File: config.mk
export PLATFORM = sky130hd
export DESIGN_NAME = seq_pattern_gen
export DESIGN_NICKNAME = d
export VERILOG_FILES = /design/src/rtl/seq_pattern_gen_pkg.sv /design/src/rtl/seq_pattern_gen_sync.sv /design/src/rtl/seq_pattern_gen.sv
export SDC_FILE = /design/constraint.sdc
export NUM_CORES = 1
export LEC_CHECK = 0
export CAP_MARGIN = 20
export CORE_AREA = 4 4 41 43
export DETAILED_ROUTE_END_ITERATION = 8
export DIE_AREA = 0 0 45 47
export PLACE_DENSITY = 0.71
export SLEW_MARGIN = 15
export SYNTH_ARGS = -nofsm -noshare
export SYNTH_HDL_FRONTEND = slang
export SYNTH_SLANG_ARGS = --single-unit
File: constraint.sdc
create_clock -name io_in -period 1.7 [get_ports io_in]
set_clock_uncertainty 0.2 [all_clocks]
set_input_delay 0.255 -clock io_in [delete_from_list [all_inputs] [get_ports io_in]]
set_output_delay 0.255 -clock io_in [all_outputs]
set_load 0.1 [all_outputs]
File: src/rtl/seq_pattern_gen_pkg.sv
// Shared types and constants for the seq_pattern_gen pattern sequencer.
// Segment codes are gfedcba, active-high.
package seq_pattern_gen_pkg;

  typedef enum logic [1:0] {
    MODE_RUN_UP   = 2'b00,
    MODE_HOLD     = 2'b01,
    MODE_STEP     = 2'b10,
    MODE_RUN_DOWN = 2'b11
  } mode_e;

  localparam logic [6:0] SEG_0 = 7'h3F;
  localparam logic [6:0] SEG_1 = 7'h06;
  localparam logic [6:0] SEG_2 = 7'h5B;
  localparam logic [6:0] SEG_3 = 7'h4F;
  localparam logic [6:0] SEG_4 = 7'h66;
  localparam logic [6:0] SEG_5 = 7'h6D;
  localparam logic [6:0] SEG_6 = 7'h7D;
  localparam logic [6:0] SEG_7 = 7'h07;
  localparam logic [6:0] SEG_8 = 7'h7F;
  localparam logic [6:0] SEG_9 = 7'h6F;

  localparam logic [20:0] DEFAULT_PATTERN = {SEG_2, SEG_1, SEG_0};

  // Low-bit mask whose all-ones state marks a prescaler tick for divide 2^sel.
  function automatic logic [2:0] prescale_mask(input logic [1:0] sel);
    case (sel)
      2'd0:    prescale_mask = 3'b000;
      2'd1:    prescale_mask = 3'b001;
      2'd2:    prescale_mask = 3'b011;
      2'd3:    prescale_mask = 3'b111;
      default: prescale_mask = 3'b000;
    endcase
  endfunction

endpackage

File: src/rtl/seq_pattern_gen_sync.sv
// sync_edge: two-flop synchroniser for an asynchronous input followed by a
// rising-edge detector producing a single-cycle pulse.
module sync_edge
  import seq_pattern_gen_pkg::*;
(
  input  logic clk_i,
  input  logic rst_i,
  input  logic d_i,
  output logic pulse_o
);

  logic sync1_q;
  logic sync2_q;
  logic prev_q;

  // Synchroniser chain plus previous-value register for edge detection
  always_ff @(posedge clk_i or posedge rst_i) begin
    if (rst_i) begin
      sync1_q <= 1'b0;
      sync2_q <= 1'b0;
      prev_q  <= 1'b0;
    end else begin
      sync1_q <= d_i;
      sync2_q <= sync1_q;
      prev_q  <= sync2_q;
    end
  end

  assign pulse_o = sync2_q & ~prev_q;

endmodule

File: src/rtl/seq_pattern_gen.sv
// Modulo-STEPS 7-segment pattern sequencer for one Tiny Tapeout slot.
// Optional RUN-mode prescaler enabled by defining SEQGEN_PRESCALE_EN.
module seq_pattern_gen
  import seq_pattern_gen_pkg::*;
#(
  parameter int                 STEPS   = 3,
  parameter logic [STEPS*7-1:0] PATTERN = DEFAULT_PATTERN,
  parameter int                 IDX_W   = $clog2(STEPS)
) (
  input  logic [7:0] io_in,
  output logic [7:0] io_out
);

  localparam logic [IDX_W-1:0] LAST_IDX = IDX_W'(STEPS - 1);

  logic       clk_s;
  logic       rst_s;
  logic       btn_s;
  logic       clr_s;
  mode_e      mode_s;
  logic       step_pulse_s;
  logic       tick_s;
  logic       adv_s;

  logic [IDX_W-1:0] idx_q;
  logic [IDX_W-1:0] idx_d;
  logic             wrap_q;
  logic             wrap_d;

  assign clk_s  = io_in[0];
  assign rst_s  = io_in[1];
  assign mode_s = mode_e'(io_in[3:2]);
  assign btn_s  = io_in[4];
  assign clr_s  = io_in[5];

  sync_edge u_sync_edge (
    .clk_i   (clk_s),
    .rst_i   (rst_s),
    .d_i     (btn_s),
    .pulse_o (step_pulse_s)
  );

`ifdef SEQGEN_PRESCALE_EN
  logic [2:0] presc_q;
  logic [2:0] presc_mask_s;

  // Free-running prescaler, restarted by clear
  always_ff @(posedge clk_s or posedge rst_s) begin
    if (rst_s) begin
      presc_q <= 3'd0;
    end else if (clr_s) begin
      presc_q <= 3'd0;
    end else begin
      presc_q <= presc_q + 3'd1;
    end
  end

  assign presc_mask_s = prescale_mask(io_in[7:6]);
  assign tick_s       = ((presc_q & presc_mask_s) == presc_mask_s);
`else
  logic unused_s;
  assign unused_s = ^io_in[7:6];
  assign tick_s   = 1'b1;
`endif

  // Advance enable from mode; STEP edges are ignored in every other mode
  always_comb begin
    adv_s = 1'b0;
    case (mode_s)
      MODE_RUN_UP:   adv_s = tick_s;
      MODE_RUN_DOWN: adv_s = tick_s;
      MODE_STEP:     adv_s = step_pulse_s;
      MODE_HOLD:     adv_s = 1'b0;
      default:       adv_s = 1'b0;
    endcase
  end

  // Next index and boundary-crossing flag; clear overrides any advance
  always_comb begin
    idx_d  = idx_q;
    wrap_d = 1'b0;
    if (clr_s) begin
      idx_d  = '0;
      wrap_d = 1'b0;
    end else if (adv_s) begin
      if (mode_s == MODE_RUN_DOWN) begin
        if (idx_q == '0) begin
          idx_d  = LAST_IDX;
          wrap_d = 1'b1;
        end else begin
          idx_d  = idx_q - IDX_W'(1);
          wrap_d = 1'b0;
        end
      end else begin
        if (idx_q == LAST_IDX) begin
          idx_d  = '0;
          wrap_d = 1'b1;
        end else begin
          idx_d  = idx_q + IDX_W'(1);
          wrap_d = 1'b0;
        end
      end
    end else begin
      idx_d  = idx_q;
      wrap_d = 1'b0;
    end
  end

  // Index and wrap state
  always_ff @(posedge clk_s or posedge rst_s) begin
    if (rst_s) begin
      idx_q  <= '0;
      wrap_q <= 1'b0;
    end else begin
      idx_q  <= idx_d;
      wrap_q <= wrap_d;
    end
  end

  assign io_out = {wrap_q, PATTERN[int'(idx_q) * 7 +: 7]};

endmodule

==> results by group <==
Run status
  – Status: finished with violations
  – Failing checks: hold timing, setup timing

Final layout
  – Final nets: just over 100
  – Ant. Diodes: 0
  – Area delta synth->final: 155%
  – Share of layout cells above drive strength 1: 70.7%

Synth
  – Post-synthesis adder-cell area fraction: a little under a fifth
  – Synth Area in Simple Gates: 14.2%
  – Post-synth ARST share: 100%
  – Post-Syn Area per Cell: 10.1 µm²
  – Synth Warn #: 0
  – Synth Area in Compound Gates: approximately 15%
  – Top FF cell, synth: dfrtp_1
  – Synth Register Bits: 6
  – Mapped Nets: between 50 and 60
  – Seq/Total Area, Yosys: between 30 and 40%
  – EDFF count, synth: 0
  – XOR/XNOR Fraction of Synth Area: 0%
  – Syn Inst Count: 40
  – Share of the synthesized area in the top cell type: between 30% and 40%
  – Cell Area, Synth: just over 400 µm²
  – Largest family of logic cells by synthesized area: adder cells
  – Cell taking the most area after synthesis: dfrtp_1
  – Post-synthesis mux area share: about 2.5%
  – Synth unique cells: 19
  – Leading post-synthesis cells by cell area: dfrtp_1 37%, ha_1 19%, inv_1 6.5%

Hold path
  – Hold wc startpoint: io_in[4]
  – Hold Path Class: clock port to flop
  – Worst Hold Depth: 0
  – Hold path endpoint: u_sync_edge.sync1_q

Global routing
  – Largest net degree at the start of global routing: 5
  – GRT met2 Usage: between 20% and 30%
  – Total track usage: 26.6%
  – First-pass GRT wire length: 3100 µm
  – GR Overflow Total: 0
  – Vias in the first global route: between 800 and 900
  – GR peak layer: met4
  – Met3 GRT Util: ~49%
  – Initial antenna violation count: 0
  – Met1 usage: 6.73%

Clocking
  – Clk slew on worst S/H paths: around 0.04 ns
  – CTS tree: done
  – Worst-skew pair later-pin latency: 0.24 ns
  – Hold-fix buffers, CTS: 0

Power
  – Total power: roughly 2.5 mW
  – Worst vdd ir: between 0.0015 and 0.002 V
  – Pwr dens: 2420 nW/µm²
  – P_leak: 0.519 nW

Placed design
  – Port Buffers: 8
  – GPL Wtd Cong: 0.796
  – Post-DP HPWL: 586 µm
  – Post-place setup slack: approximately 0.0044 ns

Drt
  – Wirelength per Cell: roughly 17 µm
  – Iter 0 DRT Violations: approximately 50
  – Drt total wl: ~1800 µm
  – Vias per cell: between 5 and 6
  – Residual DRC: 0
  – Via count: roughly 560
  – Post-DRT Antenna Nets: 0
  – Pre-antenna DRT Iters: 5

Timing
  – Fmax: around 0.55 GHz
  – RSZ-0062 raised after global routing: true
  – Worst Max-Slew Pin Slew: approximately 0.26 ns
  – Fin. Hold Viols: 3
  – Fin crit share: 107%
  – Setup ws final: -0.116 ns
  – Final setup viols: 6
  – Setup tns final: -0.576 ns
  – Hold WS: -0.411 ns
  – Slew HR: 82.9%
  – Minimum clock period: 1.82 ns
  – Max-slew violation count: 0

Job
  – Max-cap violations: 0

Floorplan
  – Core ar.: between 1000 and 1500 µm²
  – Initial Util: 31.1%
  – Die height: between 40 and 50 µm
  – # rows: 13
  – Chip width: 45 µm
  – Boundary Pins: 16
  – Area of the die: between 2000 and 2500 µm²

Setup path
  – Reg2Reg Depth: 7
  – Crit. Startpoint: idx_q[1]
  – Worst Path Required: between 1 and 1.5 ns
  – R2R Setup Slk: 0 ns
  – CP Class: flop to output port
  – CP startpoint kind: flop
  – Max incr delay on CP: 0.40 ns
  – CP delay by family, top: flip-flops
  – Crit path DAT: about 1.4 ns
  – R2R Path Start: idx_q[1]
  – Worst path bufs/invs: 2
  – Slowest cell on the critical path: dfrtp_2
  – Worst path cell trace: clkinvlp_4, ha_4, or2_4, buf_12
  – Reg2reg end: idx_q[1]
  – Max FO, Critical Path: 3
  – Worst Setup End Kind: output port
## flip-flops by register name (all words and copies together), names as in the netlist
| register | count |
|---|---|
| idx_q | 2 |
| u_sync_edge.prev_q | 1 |
| u_sync_edge.sync1_q | 1 |
| u_sync_edge.sync2_q | 1 |
| wrap_q | 1 |
## worst register-to-register path, stage by stage (launching register included)
cell        delay (ns)
dfrtp_2           0.40
clkinvlp_4        0.12
buf_4             0.13
buf_4             0.14
ha_1              0.26
inv_1             0.04
mux2i_1           0.15
o221ai_2          0.13
## worst max path at each step
stage,end,slack (ns),depth (start not counted)
after floorplan,io_out[3],-0.79,4
after global placement,idx_q[1],0.004,3
after detailed placement,idx_q[1],0.004,3
after CTS,io_out[0],-0.17,4
after global routing,io_out[0],-0.15,4
final,io_out[0],-0.12,4
## power by group
| part | switching (mW) | internal (mW) | leakage (nW) |
|---|---|---|---|
| Sequential | 0 | 0.153 | 0.0818 |
| Combinational | 0 | 0 | 0.183 |
| Clock | 0.914 | 1.43 | 0.253 |
## cell usage after synthesis (3+ instances only)
library cell  number
buf_4              3
dfrtp_1            6
ha_1               6
inv_1              7
nand2b_1           4
## placed cells by master, fill, tap and decap left out, drive strengths merged
cell type  synthesis  routed
a2111oi            1       1
a211o              1       1
a211oi             1       1
a21oi              1       1
and2b              1       1
buf                3      25
clkbuf             0      25
clkinvlp           0       1
dfrtp              6       6
ha                 6       6
inv                7      11
mux2i              1       1
nand2              1       1
nand2b             4       4
nand3              1       1
nor2               1       1
o211ai             1       1
o21ai              1       1
o221ai             1       1
or2                1       1
or3                1       1
## repair_timing
| item | in CTS | in global routing |
|---|---|---|
| buffers inserted | 5 | 1 |
| pin swaps | 5 | 4 |
| resized for setup | 19 | 14 |
| endpoints found under the setup margin | 10 | 9 |
## cell families after synthesis
family          count (synthesis)
compound gates                  7
fa+ha+maj                       6
buf+inv                        10
flops                           6
mux                             1
simple gates                   10
## layout make-up
cell class              count  area (µm²)
clock buffers              34         298
multi-input cells          24         289
fillers                    76         272
repair buffers             16         220
flip-flops and latches      6         153
clock inverters             7        26.3
inverters                   5        25.0
well taps                  15        18.8
## stage by stage
step	cell area (µm²)	hold WS, ns	cells	utilization (%)
5_1_grt	1030	-0.422	107	79.1
4_1_cts	997	-0.419	106	76.6
3_5_place_dp	612	-0.169	64	47.0
3_3_place_gp	612	-0.169	64	47.0
2_1_floorplan	450	-0.169	40	-
6_report	1030	-0.411	107	79.1
## layer usage
metal | routed length (µm) | vias to the layer above
met1 | 529 | 239
met5 | 0 | -
met2 | 785 | 62
met3 | 327 | 26
li1 | - | 228
met4 | 163 | 0
Note: power is estimated with default switching activity, not from simulation.
